File: config.mk
export PLATFORM = sky130hd
export DESIGN_NAME = throttle_sched
export DESIGN_NICKNAME = d
export VERILOG_FILES = /design/src/rtl/throttle_sched.sv
export SDC_FILE = /design/constraint.sdc
export NUM_CORES = 1
export LEC_CHECK = 0
export BUFFER_PORTS_ARGS = -buffer_cell sky130_fd_sc_hd__buf_2
export CAP_MARGIN = 20
export CELL_PAD_IN_SITES_DETAIL_PLACEMENT = 2
export CELL_PAD_IN_SITES_GLOBAL_PLACEMENT = 2
export CORE_MARGIN = 4
export CORE_UTILIZATION = 39
export DETAILED_ROUTE_END_ITERATION = 16
export PLACE_DENSITY = 0.77
export SLEW_MARGIN = 20
export SYNTH_ARGS = -nofsm -noshare
export SYNTH_HDL_FRONTEND = slang
export SYNTH_SLANG_ARGS = --single-unit
File: constraint.sdc
create_clock -name CLK_50 -period 3 [get_ports CLK_50]
set_input_delay 0.75 -clock CLK_50 [delete_from_list [all_inputs] [get_ports CLK_50]]
set_output_delay 0.75 -clock CLK_50 [all_outputs]
set_load 0.05 [all_outputs]
File: src/rtl/throttle_sched.sv
// Frequency-select scheduler: arbitrates manual step pulses against host target loads,
// walks freq_sel one step per dwell period, and decodes the divided clock enable.
module throttle_sched #(
    parameter int SEL_MAX = 5,
    parameter int CNT_W   = 26,
    parameter int TOP_BIT = 25,
    parameter int DWELL   = 50000000,
    parameter int DWELL_W = 26
) (
    input  logic       CLK_50,
    input  logic       reset,
    input  logic       pb_up_pulse,
    input  logic       pb_dn_pulse,
    input  logic       load_valid,
    input  logic [2:0] load_target,
    output logic       load_ready,
    output logic [2:0] freq_sel,
    output logic       tick,
    output logic       busy,
    output logic       ramp_done
);

    typedef enum logic [1:0] {
        S_IDLE,
        S_RAMP,
        S_HOLD
    } state_t;

    localparam logic [2:0]         SEL_TOP      = 3'(SEL_MAX);
    localparam logic [DWELL_W-1:0] DWELL_RELOAD = DWELL_W'(DWELL - 1);

    state_t             r_state;
    logic [2:0]         r_sel;
    logic [2:0]         r_target;
    logic [DWELL_W-1:0] r_dwell;
    logic [CNT_W-1:0]   r_count;
    logic               r_ramp_done;

    logic [2:0]         w_target;
    logic [2:0]         w_step;
    logic [CNT_W-1:0]   w_mask;

    assign w_target = (load_target > SEL_TOP) ? SEL_TOP : load_target;
    assign w_step   = (r_target > r_sel) ? r_sel + 3'd1 : r_sel - 3'd1;

    always_ff @(posedge CLK_50 or posedge reset) begin
        if (reset) begin
            r_state     <= S_IDLE;
            r_sel       <= '0;
            r_target    <= '0;
            r_dwell     <= '0;
            r_ramp_done <= 1'b0;
        end else begin
            r_ramp_done <= 1'b0;
            case (r_state)
                S_IDLE: begin
                    if (load_valid) begin
                        r_target <= w_target;
                        if (w_target == r_sel) begin
                            r_ramp_done <= 1'b1;
                        end else begin
                            r_state <= S_RAMP;
                            r_dwell <= DWELL_RELOAD;
                        end
                    end else if (pb_up_pulse && !pb_dn_pulse && r_sel < SEL_TOP) begin
                        r_sel   <= r_sel + 3'd1;
                        r_state <= S_HOLD;
                        r_dwell <= DWELL_RELOAD;
                    end else if (pb_dn_pulse && !pb_up_pulse && r_sel != 3'd0) begin
                        r_sel   <= r_sel - 3'd1;
                        r_state <= S_HOLD;
                        r_dwell <= DWELL_RELOAD;
                    end
                end
                S_RAMP: begin
                    if (r_dwell != '0) begin
                        r_dwell <= r_dwell - DWELL_W'(1);
                    end else begin
                        r_sel <= w_step;
                        if (w_step == r_target) begin
                            r_state     <= S_IDLE;
                            r_ramp_done <= 1'b1;
                        end else begin
                            r_dwell <= DWELL_RELOAD;
                        end
                    end
                end
                S_HOLD: begin
                    if (r_dwell != '0) begin
                        r_dwell <= r_dwell - DWELL_W'(1);
                    end else begin
                        r_state <= S_IDLE;
                    end
                end
                default: r_state <= S_IDLE;
            endcase
        end
    end

    always_ff @(posedge CLK_50 or posedge reset) begin
        if (reset) begin
            r_count <= '0;
        end else begin
            r_count <= r_count + CNT_W'(1);
        end
    end

    // Bits [TOP_BIT-freq_sel:0] of the counter must all be ones for a tick.
    always_comb begin
        w_mask = '0;
        for (int unsigned i = 0; i < CNT_W; i++) begin
            if (i + 32'(r_sel) <= 32'(TOP_BIT)) begin
                w_mask[i] = 1'b1;
            end
        end
    end

    assign tick       = &(r_count | ~w_mask);
    assign freq_sel   = r_sel;
    assign ramp_done  = r_ramp_done;
    assign busy       = (r_state != S_IDLE);
    assign load_ready = (r_state == S_IDLE);

endmodule

* Word-level counts from Yosys, hierarchy flattened
Cells that the tools add are included.
Word-level totals: register bits after elaboration 61, output and inout bits 7, logic and storage cells 150
Cells by class: $add $sub $neg 29, order comparisons 29, equality and inequality tests 13, multiplexer cells 54, bitwise gates (word level) 2, reduce and logical (&&, ||, !) cells 17
Operators by type and width (number):
- 26-bit 2-to-1 mux | 7
- 26-bit one-hot mux with 3 select lines | 1
- 5-bit by 3-bit adder with 6-bit output, first input constant | 10
- 6-bit by 5-bit <= comparator with 1-bit output, second input constant | 10
- 4-bit by 3-bit adder with 5-bit output, first input constant | 8
- 5-bit <= comparator, second input constant | 8
- 4-bit by 5-bit <= comparator with 1-bit output, second input constant | 7
- 1-bit 2-to-1 mux | 30
- 26-bit by 1-bit adder with 26-bit output, second input constant | 1
- 26-bit inverter | 1
- 26-bit OR | 1
- 26-bit AND reduction | 1
- 26-bit nonzero test | 1
- 26-bit by 1-bit subtractor with 26-bit output, second input constant | 1
- 3-bit 2-to-1 mux | 6
- 3-bit by 3-bit adder with 4-bit output, first input constant | 4
- 2-bit 2-to-1 mux | 7
- 2-bit != test, second input constant | 5
- 5-bit AND reduction | 2
- 2-bit by 3-bit adder with 4-bit output, first input constant | 2
- 3-bit equality test | 2
- 3-bit != test, second input constant | 2
- 2-bit one-hot mux with 3 select lines | 1
- 3-bit one-hot mux with 2 select lines | 1
- other kinds (19) | 25

* Depth between registers and ports, before layout
Gate-level depths: netlist of the first run.
depth after elaboration 7, depth in mapped cells 11, depth with buffers taken out 9

* Least setup slack after synthesis of the first run
OpenSTA, ideal clock, no wires.
path type reg2out, start point register r_sel[0], in the netlist freq_sel[0], end point output port tick, arrival 2708 ps, setup slack -458 ps, cell stages (with the launch flop) 10, path buffers 1, path through dfrtp_1 > buf_2 > inv_1 > ha_1 > ha_1 > nor2b_1 > nor3_1 > o21ai_0 > nor4_1 > and3_1
On the way: longest elaborated chain between the ends 6, elaborated cells between the ends (all ways) 80, those cells by class 25 x add/sub; 26 x order compare; 26 x mux; 2 x bitwise; 1 x reduce/logical
RTL lines:
- start, declared | RTL line 33 | logic [2:0] r_sel;
- start signal, assigned | RTL line 66 | r_sel <= r_sel + 3'd1;
- start signal, assigned | RTL line 70 | r_sel <= r_sel - 3'd1;
- start signal, assigned | RTL line 79 | r_sel <= w_step;
- 5-bit by 3-bit adder with 6-bit output (tied with other cells) | RTL line 112 | if (i + 32'(r_sel) <= 32'(TOP_BIT)) begin
- 6-bit by 5-bit <= comparator with 1-bit output (tied with other cells) | RTL line 112
- 1-bit 2-to-1 mux | RTL line 112
- 26-bit inverter (*) | RTL line 118 | assign tick = &(r_count | ~w_mask);
- 26-bit OR (*) | RTL line 118
- 26-bit AND reduction (*) | RTL line 118
- end, declared | RTL line 18 | output logic tick,
Mark *: on every way between the ends. The rest lies on a longest branch, timed or not.

* Worst setup path after layout of the first run
start point register r_sel[2], in the netlist freq_sel[2], end point output port tick
Same word-level chain as after synthesis.

==> run_results.csv, run 1 <==
group,metric,value,unit
timing,whs,459,ps
global_routing,antenna_found_initial,0,
synthesis,synth_edf_count,0,
synthesis,synth_top_area_share,38.2,%
detailed_routing,drtPass1Iterations,4,
worst_setup_path,critPathLaunchType,"flip-flop",
layout,area_growth_syn_to_layout,21.1,%
power_and_ir_drop,sw_frac_of_total,48.1,%
global_routing,grt_max_degree,28,
detailed_routing,routed_via_density,5.81,
worst_setup_path,arrival,2510,ps
detailed_routing,wl_per_cell,22.1,um
power_and_ir_drop,power_density,1110,nW/um2
clock_tree,ctsLongestPathBuffers,2,
clock_tree,cts_tree,"yes",
synthesis,syn-instance-count,445,
detailed_routing,wl,14000,um
worst_hold_path,min_from,"r_count[0]",
timing,rsz0062_at_grt,"yes",
global_routing,grt_usage,23.6,%
synthesis,ys.flop_type,"dfrtp_1",
timing,slew_violations,0,
detailed_routing,ant_nets,0,
timing,finalHoldViolCount,0,
worst_setup_path,crit_type,"reg2out",
power_and_ir_drop,p_sw,0.00257,W
clock_tree,cts.sinks,61,
worst_setup_path,end_kind,"output pin",
synthesis,synth_area,4000,um2
clock_tree,numCtsBuffers,9,
layout,instances_no_fill,632,
clock_tree,cts_max_level,3,
timing,maxSlewHeadroom,55.3,%
power_and_ir_drop,leakage,2.11,nW
placement,hpwl,9230,um
timing,worstMarginPinSlew,670,ps
floorplan,rows,36,
job,cap_violations,0,
global_routing,grt-ovfl-total,0,
timing,fin_skew,7.89,ps
floorplan,ioPinCount,15,
timing,period_share,109,%
timing,layout_setup_ws,-258,ps
synthesis,post-synth-top-count-cell,"dfrtp_1",
synthesis,synth_area_per_cell,8.98,um2
floorplan,start_util,40.5,%
placement,gp_congestion,0.824,
clock_tree,clock-root-buffer,"clkbuf_8",
worst_setup_path,crit_path_start,"freq_sel[2]",
placement,placed_cells,606,
clock_tree,postCtsHoldBufs,0,
worst_setup_path,cp_cell_sequence,"buf_4 -> buf_4 -> ha_1 -> a21oi_2 -> a31oi_2 -> a2111oi_4 -> and3_4 -> buf_8",
placement,port_buffers,14,
worst_setup_path,worst_path_max_delay_cell,"dfrtp_2",
floorplan,fp.coreArea,9860,um2
clock_tree,clk_latency,360,ps
worst_setup_path,path_max_fanout,8,
placement,placed_cell_area,4400,um2
worst_hold_path,hold_class,"reg2reg",
timing,max_freq,0.307,GHz
layout,fin_area,4840,um2
layout,drive_above_1_share,22.0,%
power_and_ir_drop,comb_power_share,60.8,%
timing,finalSetupViolCount,2,
global_routing,grt_pass1_vias,4041,
synthesis,synth_nets,477,
synthesis,synth_area_leaders,"dfrtp_1 38%, ha_1 7.5%, a21oi_1 4.8%",
floorplan,fp.dieArea,11900,um2
floorplan,die_w,109,um
layout,fin_nets,526,
worst_setup_path,cp.required,2250,ps
synthesis,synth-seq-area-share,38.2,%
outcome,status,"finished with violations",
power_and_ir_drop,irDropWorstVdd,0.407,mV
outcome,violations,"setup timing",
power_and_ir_drop,intPower,0.00278,W
global_routing,grt_pass1_wl,21700,um
synthesis,yosys.area.top_type,"dfrtp_1",
detailed_routing,drc,0,
clock_tree,clk_pin_slew,80,ps
synthesis,async_flop_share,100,%
worst_setup_path,r2r_start,"freq_sel[2]",
timing,finalCriticalPeriod,3260,ps
synthesis,synth.distinct_cells,64,
synthesis,ys_warn_count,0,
floorplan,die_y,109,um
worst_setup_path,slowest_delay,450,ps
detailed_routing,drtIter0Drc,160,
synthesis,ys_ff_latch,61,
layout,antenna_cells,0,
power_and_ir_drop,seqPwrFrac,23.8,%
synthesis,synth_common_cells,"61 x dfrtp_1, 42 x nor2_1, 38 x a21oi_1",
power_and_ir_drop,clock_power_share,15.5,%
worst_setup_path,cpMostUsedCell,"buf_4",
detailed_routing,num_vias,3673,
## cells by family after synthesis
kind of cell	share of synthesized area, %
fa+ha+maj	7.52
xor+xnor	6.58
buf+inv	4.35
mux	1.63
simple gates	22.7
flops	38.2
compound gates	19.0
## through the flow
stage / TNS (ps) / setup WS [ps] / power (W) / utilization (%)
finish: -262 / -258 / 0.00535 / 49.0
global route: -1200 / -341 / 0.00570 / 49.0
CTS: -164 / -164 / 0.00506 / 48.0
floorplan: 0 / 8.66 / 0.00305 / -
detailed placement: -262 / -262 / 0.00397 / 44.6
global placement: 0 / 30.6 / 0.00383 / 44.6
## power by group through the flow
stage                     Clock (W)  Sequential [W]  Combinational, W
after floorplan                   0         0.00129           0.00176
after global placement            0         0.00124           0.00258
after detailed placement          0         0.00126           0.00271
after CTS                  0.000846         0.00126           0.00295
after global routing       0.000885         0.00130           0.00352
final                      0.000828         0.00127           0.00325
## area by class of cell
| cell class | count | area [um2] |
|---|---|---|
| inverters | 30 | 121 |
| multi-input cells | 344 | 2450 |
| repair buffers | 48 | 355 |
| fillers | 1090 | 5030 |
| flip-flops and latches | 61 | 1530 |
| well taps | 133 | 166 |
| clock buffers | 10 | 128 |
| clock inverters | 6 | 87.6 |
## sequential cells by signal, summed over array words and instances (netlist names)
signal	count
r_target	3
r_count	26
ramp_done	1
r_dwell	26
r_state	2
freq_sel	3
## placed cells by master (no fill, tap or decap), types with 4 or more instances in the layout
cell type	synthesis	final
dfrtp_1	61	58
nor2_1	42	42
a21oi_1	38	36
buf_4	3	31
nand2_1	26	26
inv_1	30	24
nand3_1	20	20
xnor2_1	19	19
ha_1	24	17
nor3_1	17	16
o21ai_0	18	13
a31oi_1	15	13
buf_2	4	13
xor2_1	11	11
nand2b_1	11	11
nand4_1	10	10
clkbuf_8	0	9
and3_1	9	8
o211ai_1	7	7
o21ai_1	3	6
nor4_1	5	5
ha_4	0	5
nor2b_1	4	4
a21o_1	4	4
o31ai_1	4	4
clkinvlp_4	0	4
## worst max-delay path, delay by kind of cell, from the launching register on
kind / cells / cell delay [ps]
buffers and inverters: 3 / 490
adders and majority gates: 1 / 200
DFF: 1 / 450
AOI/OAI and AO/OA: 3 / 750
and+or+nand+nor: 1 / 250
## metal layers
| metal | share of wire [%] | track usage, % |
|---|---|---|
| met5 | 0 | 0 |
| met4 | 2.5 | 7.48 |
| met1 | 42 | 27.9 |
| met3 | 2.8 | 3.85 |
| met2 | 53 | 43.5 |
## final timing paths
| check | end | slack, ps | cells past startpoint |
|---|---|---|---|
| max | tick | -260 | 8 |
| min | r_count[0] | 460 | 1 |
| max reg2reg | r_dwell[12] | 0 | 11 |
| min reg2reg | r_count[0] | 460 | 1 |
| max in group asynchronous | r_count[14] | 1870 | 3 |
| min in group asynchronous | r_count[5] | 480 | 2 |
## what timing repair did
action	in CTS	in global routing
endpoints found under the hold margin	0	0
setup buffers	4	6
cloned	0	0
gates resized for setup	23	14
pin swaps	7	5
setup endpoints to repair	1	4
(Power assumes the default switching activity.)
==> run 2, diff against run 1 <==
- CORE_UTILIZATION: 39 -> 41
- CTS_BUF_LIST: default -> sky130_fd_sc_hd__clkbuf_8
- PLACE_DENSITY: 0.77 -> 0.81
==> run_results.csv, run 2 (same netlist as run 1, synthesis figures left out) <==
group,metric,value,unit
job,cap_violations,0,
detailed_routing,drtIter0Drc,296,
worst_setup_path,cp_cell_sequence,"ha_4 -> inv_2 -> ha_4 -> inv_1 -> o21ai_2 -> o21ai_1 -> a2111oi_2 -> and3_4 -> buf_8",
power_and_ir_drop,seqPwrFrac,23.3,%
timing,maxSlewHeadroom,45.1,%
outcome,status,"finished with violations",
worst_setup_path,path_buf_inv,3,
layout,reg_top3,"r_count: 26 flops, r_dwell: 26 flops",
clock_tree,numCtsBuffers,9,
power_and_ir_drop,intPower,0.00261,W
clock_tree,cts_max_level,3,
power_and_ir_drop,irDropWorstVdd,0.380,mV
layout,antenna_cells,0,
worst_setup_path,arrival,2530,ps
floorplan,start_util,42.6,%
power_and_ir_drop,sw_frac_of_total,52.9,%
worst_setup_path,slowest_delay,500,ps
global_routing,grt_max_degree,44,
clock_tree,clock-root-buffer,"clkbuf_8",
floorplan,die_y,107,um
timing,tns,-277,ps
detailed_routing,ant_nets,0,
detailed_routing,routed_via_density,6.42,
layout,multi_input_area,2470,um2
placement,placed_cell_area,4350,um2
outcome,violations,"setup timing",
worst_setup_path,crit_type,"reg2out",
detailed_routing,drtPass1Iterations,5,
power_and_ir_drop,p_total,0.00555,W
worst_hold_path,hold_class,"in2async",
layout,fillCellCount,999,
detailed_routing,drc,0,
timing,fin_skew,29.4,ps
placement,hpwl,9360,um
worst_setup_path,critPathLaunchType,"flip-flop",
placement,gp_congestion,0.828,
timing,whs,357,ps
layout,final_common_cell,"dfrtp_1",
layout,area_growth_syn_to_layout,19.6,%
worst_setup_path,end_kind,"output pin",
layout,layout_common_cells,"58 x dfrtp_1, 41 x nor2_1, 35 x a21oi_1, 26 x nand2_1, 25 x inv_1",
power_and_ir_drop,comb_power_share,62.0,%
power_and_ir_drop,leakage,2.05,nW
worst_setup_path,cp.required,2250,ps
timing,period_share,109,%
power_and_ir_drop,power_density,1160,nW/um2
timing,slew_violations,0,
worst_setup_path,r2r_setup_slack,60,ps
clock_tree,clk_latency,380,ps
layout,final-seq-area,1530,um2
layout,final_util,51.0,%
detailed_routing,wl_per_cell,28.1,um
floorplan,fp.dieArea,11400,um2
placement,port_buffers,14,
timing,finalHoldViolCount,0,
clock_tree,postCtsHoldBufs,0,
worst_setup_path,worst_path_max_delay_cell,"dfrtp_2",
power_and_ir_drop,p_sw,0.00294,W
clock_tree,ctsLongestPathBuffers,2,
global_routing,grt_pass1_wl,26100,um
floorplan,ioPinCount,15,
worst_setup_path,cpMostUsedCell,"ha_4",
floorplan,rows,35,
layout,fin_nets,518,
timing,layout_setup_ws,-277,ps
global_routing,antenna_found_initial,0,
floorplan,fp.coreArea,9370,um2
detailed_routing,num_vias,3979,
power_and_ir_drop,clock_power_share,14.7,%
floorplan,die_w,107,um
clock_tree,clk_pin_slew,110,ps
clock_tree,cts_tree,"yes",
detailed_routing,wl,17400,um
timing,max_freq,0.305,GHz
global_routing,grt_usage,30.0,%
timing,finalCriticalPeriod,3280,ps
timing,worstMarginPinSlew,817,ps
worst_setup_path,path_delay_family,"compound AO/OA/AOI/OAI gates",
timing,rsz0062_at_grt,"yes",
layout,fin_area,4780,um2
global_routing,grt_pass1_vias,4388,
timing,finalSetupViolCount,1,
clock_tree,cts.sinks,61,
global_routing,grt-ovfl-total,0,
worst_setup_path,path_max_fanout,6,
layout,drive_above_1_share,21.2,%
==> run 2: repair_timing <==
item,in CTS,in global routing
resized for setup,26,14
setup buffers,5,1
setup endpoints to repair,1,17
pin swaps,8,3
==> run 2: worst paths after layout <==
kind,start,cells after the start,end
max,freq_sel[1],9,tick
min,reset,2,r_count[25]
max reg2reg,freq_sel[2],9,r_dwell[12]
min reg2reg,r_count[0],1,r_count[0]
max in group asynchronous,reset,3,r_count[10]
min in group CLK_50,r_count[0],1,r_count[0]
==> run 2: stage by stage <==
stage	setup slack (ps)	instances
CTS	-150	618
detailed placement	-154	597
floorplan	8.66	445
global route	-355	620
finish	-277	620
global placement	42.6	597
==> run 2: routing by layer <==
layer,up-vias,part of all wire (%),track usage (%)
met2,165,49,50.1
met5,-,0,0
met1,2054,42,37.1
met4,0,4.3,13.6
met3,58,5.1,6.38
li1,1702,-,-
==> run 2: area by class of cell <==
| cell class | count | share of cell area (%) |
|---|---|---|
| timing repair buffer | 40 | 6.10 |
| sequential | 61 | 32.0 |
| clock buffer | 9 | 2.59 |
| inverter | 30 | 2.54 |
| multi-input combinational | 344 | 51.8 |
| clock inverter | 7 | 1.60 |
| tap | 129 | 3.38 |
==> run 2: power by group through the flow <==
stage | combinational [W] | sequential, W | clock [W]
5_1_grt | 0.00363 | 0.00131 | 0.000856
2_1_floorplan | 0.00176 | 0.00129 | 0
4_1_cts | 0.00295 | 0.00126 | 0.000792
3_5_place_dp | 0.00267 | 0.00126 | 0
6_report | 0.00344 | 0.00129 | 0.000818
3_3_place_gp | 0.00253 | 0.00124 | 0
==> run 3, diff against run 2 <==
- CORE_UTILIZATION: 41 -> 37
- PLACE_DENSITY: 0.81 -> 0.77
- clock period: 3 -> 2.99 ns (I/O delays scaled with it)
==> run_results.csv, run 3 (same netlist as run 1, synthesis figures left out) <==
group,metric,value,unit
floorplan,start_util,38.4,%
placement,placed_cells,606,
worst_setup_path,path_max_fanout,6,
placement,hpwl,9100,um
layout,instances_no_fill,626,
worst_setup_path,cp.required,2240,ps
layout,reg_top3,"r_count: 26 flops, r_dwell: 26 flops",
placement,port_buffers,14,
floorplan,ioPinCount,15,
timing,period_share,105,%
worst_hold_path,min_from,"r_count[0]",
worst_setup_path,crit_path_start,"freq_sel[0]",
global_routing,antenna_found_initial,0,
worst_setup_path,crit_type,"reg2out",
worst_setup_path,arrival,2400,ps
floorplan,die_y,112,um
clock_tree,cts.sinks,61,
detailed_routing,drc,0,
timing,worstMarginPinSlew,1070,ps
detailed_routing,wl_per_cell,22.4,um
worst_setup_path,worst_path_max_delay_cell,"dfrtp_2",
detailed_routing,num_vias,3666,
timing,layout_setup_ws,-161,ps
power_and_ir_drop,power_density,1100,nW/um2
worst_setup_path,slowest_delay,470,ps
layout,fillCellCount,1143,
timing,max_freq,0.317,GHz
floorplan,die_w,112,um
worst_setup_path,end_kind,"output pin",
worst_setup_path,r2r_start,"freq_sel[1]",
global_routing,grt_max_degree,33,
clock_tree,cts_tree,"yes",
power_and_ir_drop,irDropWorstVdd,0.414,mV
detailed_routing,routed_via_density,5.86,
detailed_routing,ant_nets,0,
clock_tree,clock-root-buffer,"clkbuf_8",
clock_tree,clk_pin_slew,80,ps
clock_tree,numCtsBuffers,9,
global_routing,grt_pass1_wl,21400,um
global_routing,grt_pass1_vias,3955,
power_and_ir_drop,leakage,2.09,nW
placement,dp_slack,-88.5,ps
outcome,violations,"setup timing",
worst_hold_path,hold_class,"reg2reg",
layout,final_common_cell,"dfrtp_1",
layout,drive_above_1_share,20.8,%
layout,area_growth_syn_to_layout,20.5,%
layout,fin_nets,518,
layout,antenna_cells,0,
timing,fin_skew,16.0,ps
worst_setup_path,path_buf_inv,3,
timing,finalSetupViolCount,1,
layout,layout_common_cells,"58 x dfrtp_1, 42 x nor2_1, 35 x a21oi_1, 26 x nand2_1",
job,cap_violations,0,
clock_tree,clk_latency,360,ps
floorplan,fp.coreArea,10400,um2
floorplan,rows,37,
global_routing,grt-ovfl-total,0,
timing,slew_violations,0,
timing,rsz0062_at_grt,"yes",
floorplan,fp.dieArea,12500,um2
worst_setup_path,cpMostUsedCell,"ha_4",
worst_setup_path,path_delay_family,"compound AO/OA/AOI/OAI gates",
timing,maxSlewHeadroom,28.2,%
placement,gp_congestion,0.834,
timing,finalHoldViolCount,0,
timing,finalCriticalPeriod,3150,ps
detailed_routing,wl,14000,um
outcome,status,"finished with violations",
worst_setup_path,critPathLaunchType,"flip-flop",
detailed_routing,drtIter0Drc,221,
clock_tree,cts_max_level,3,
worst_setup_path,cp_cell_sequence,"ha_4 -> inv_2 -> ha_4 -> inv_1 -> o21ai_2 -> o21ai_1 -> a2111oi_2 -> and3_4 -> buf_8",
clock_tree,ctsLongestPathBuffers,2,
global_routing,grt_usage,21.0,%
detailed_routing,drtPass1Iterations,4,
==> run 3: cell types whose count changed in the layout (fill, tap and decap cells not counted), sizes merged <==
cell / previous run / this run
bufinv: 1 / 2
clkbuf: 9 / 10
clkinv: 1 / 2
clkinvlp: 6 / 1
inv: 29 / 30
==> run 3: path summary, 6_finish.rpt <==
path	to	slack, ps	depth (start not counted)
setup / recovery	tick	-160	9
hold / removal	r_count[0]	450	1
setup reg to reg	r_dwell[11]	110	10
hold reg to reg	r_count[0]	450	1
max in group asynchronous	r_count[11]	1880	3
min in group asynchronous	r_dwell[22]	490	2
==> run 3: metal layers <==
layer	part of all wire [%]	track usage, %	vias up
li1	-	-	1688
met1	44	28.2	1888
met2	50	35.4	72
met3	3.8	3.15	18
met4	1.6	5.84	0
met5	0	0	-
==> run 3: where the power goes <==
part           internal [W]  leakage (nW)  switching (W)  total, W
clock network      0.000484         0.110       0.000365  0.000849
logic               0.00124          1.22        0.00192   0.00316
registers           0.00101         0.763       0.000273   0.00128
total               0.00273          2.09        0.00256   0.00530
==> run 3: final cells by class <==
cell class                      count  area (um2)  share of cell area, %
Inverter                           30         120                   2.49
Clock buffer                       10         138                   2.86
Timing Repair Buffer               40         288                   5.98
Multi-Input combinational cell    344        2490                   51.8
Tap cell                          136         170                   3.53
Clock inverter                      5        76.3                   1.59
Sequential cell                    61        1530                   31.8
==> run 3: what timing repair did <==
item | 4_1_cts | 5_1_grt
hold endpoints to repair | 0 | 0
buffers inserted | 2 | 3
gates cloned | 0 | 0
setup endpoints to repair | 1 | 2
pin swaps | 7 | 10
hold buffers | 0 | 0
gates resized for setup | 19 | 22
==> run 3: worst reg2reg max path, delay by kind of cell, from the launching register on <==
kind | cells | cell delay, ps
AO/OA/AOI/OAI | 4 | 1130
buffers and inverters | 3 | 450
flip-flops | 1 | 450
AND/OR/NAND/NOR | 2 | 410
adder cells (fa/ha/maj) | 1 | 290
==> run 3: metrics by stage <==
step	utilization, %	area, um2	power, W	setup TNS, ps	hold WS (ps)
CTS	44.9	4680	0.00494	-121	463
global route	46.2	4810	0.00568	-324	506
detailed placement	42.0	4380	0.00394	-88.5	452
floorplan	-	4030	0.00306	0	422
global placement	42.0	4380	0.00378	0	439
finish	46.2	4810	0.00530	-161	453
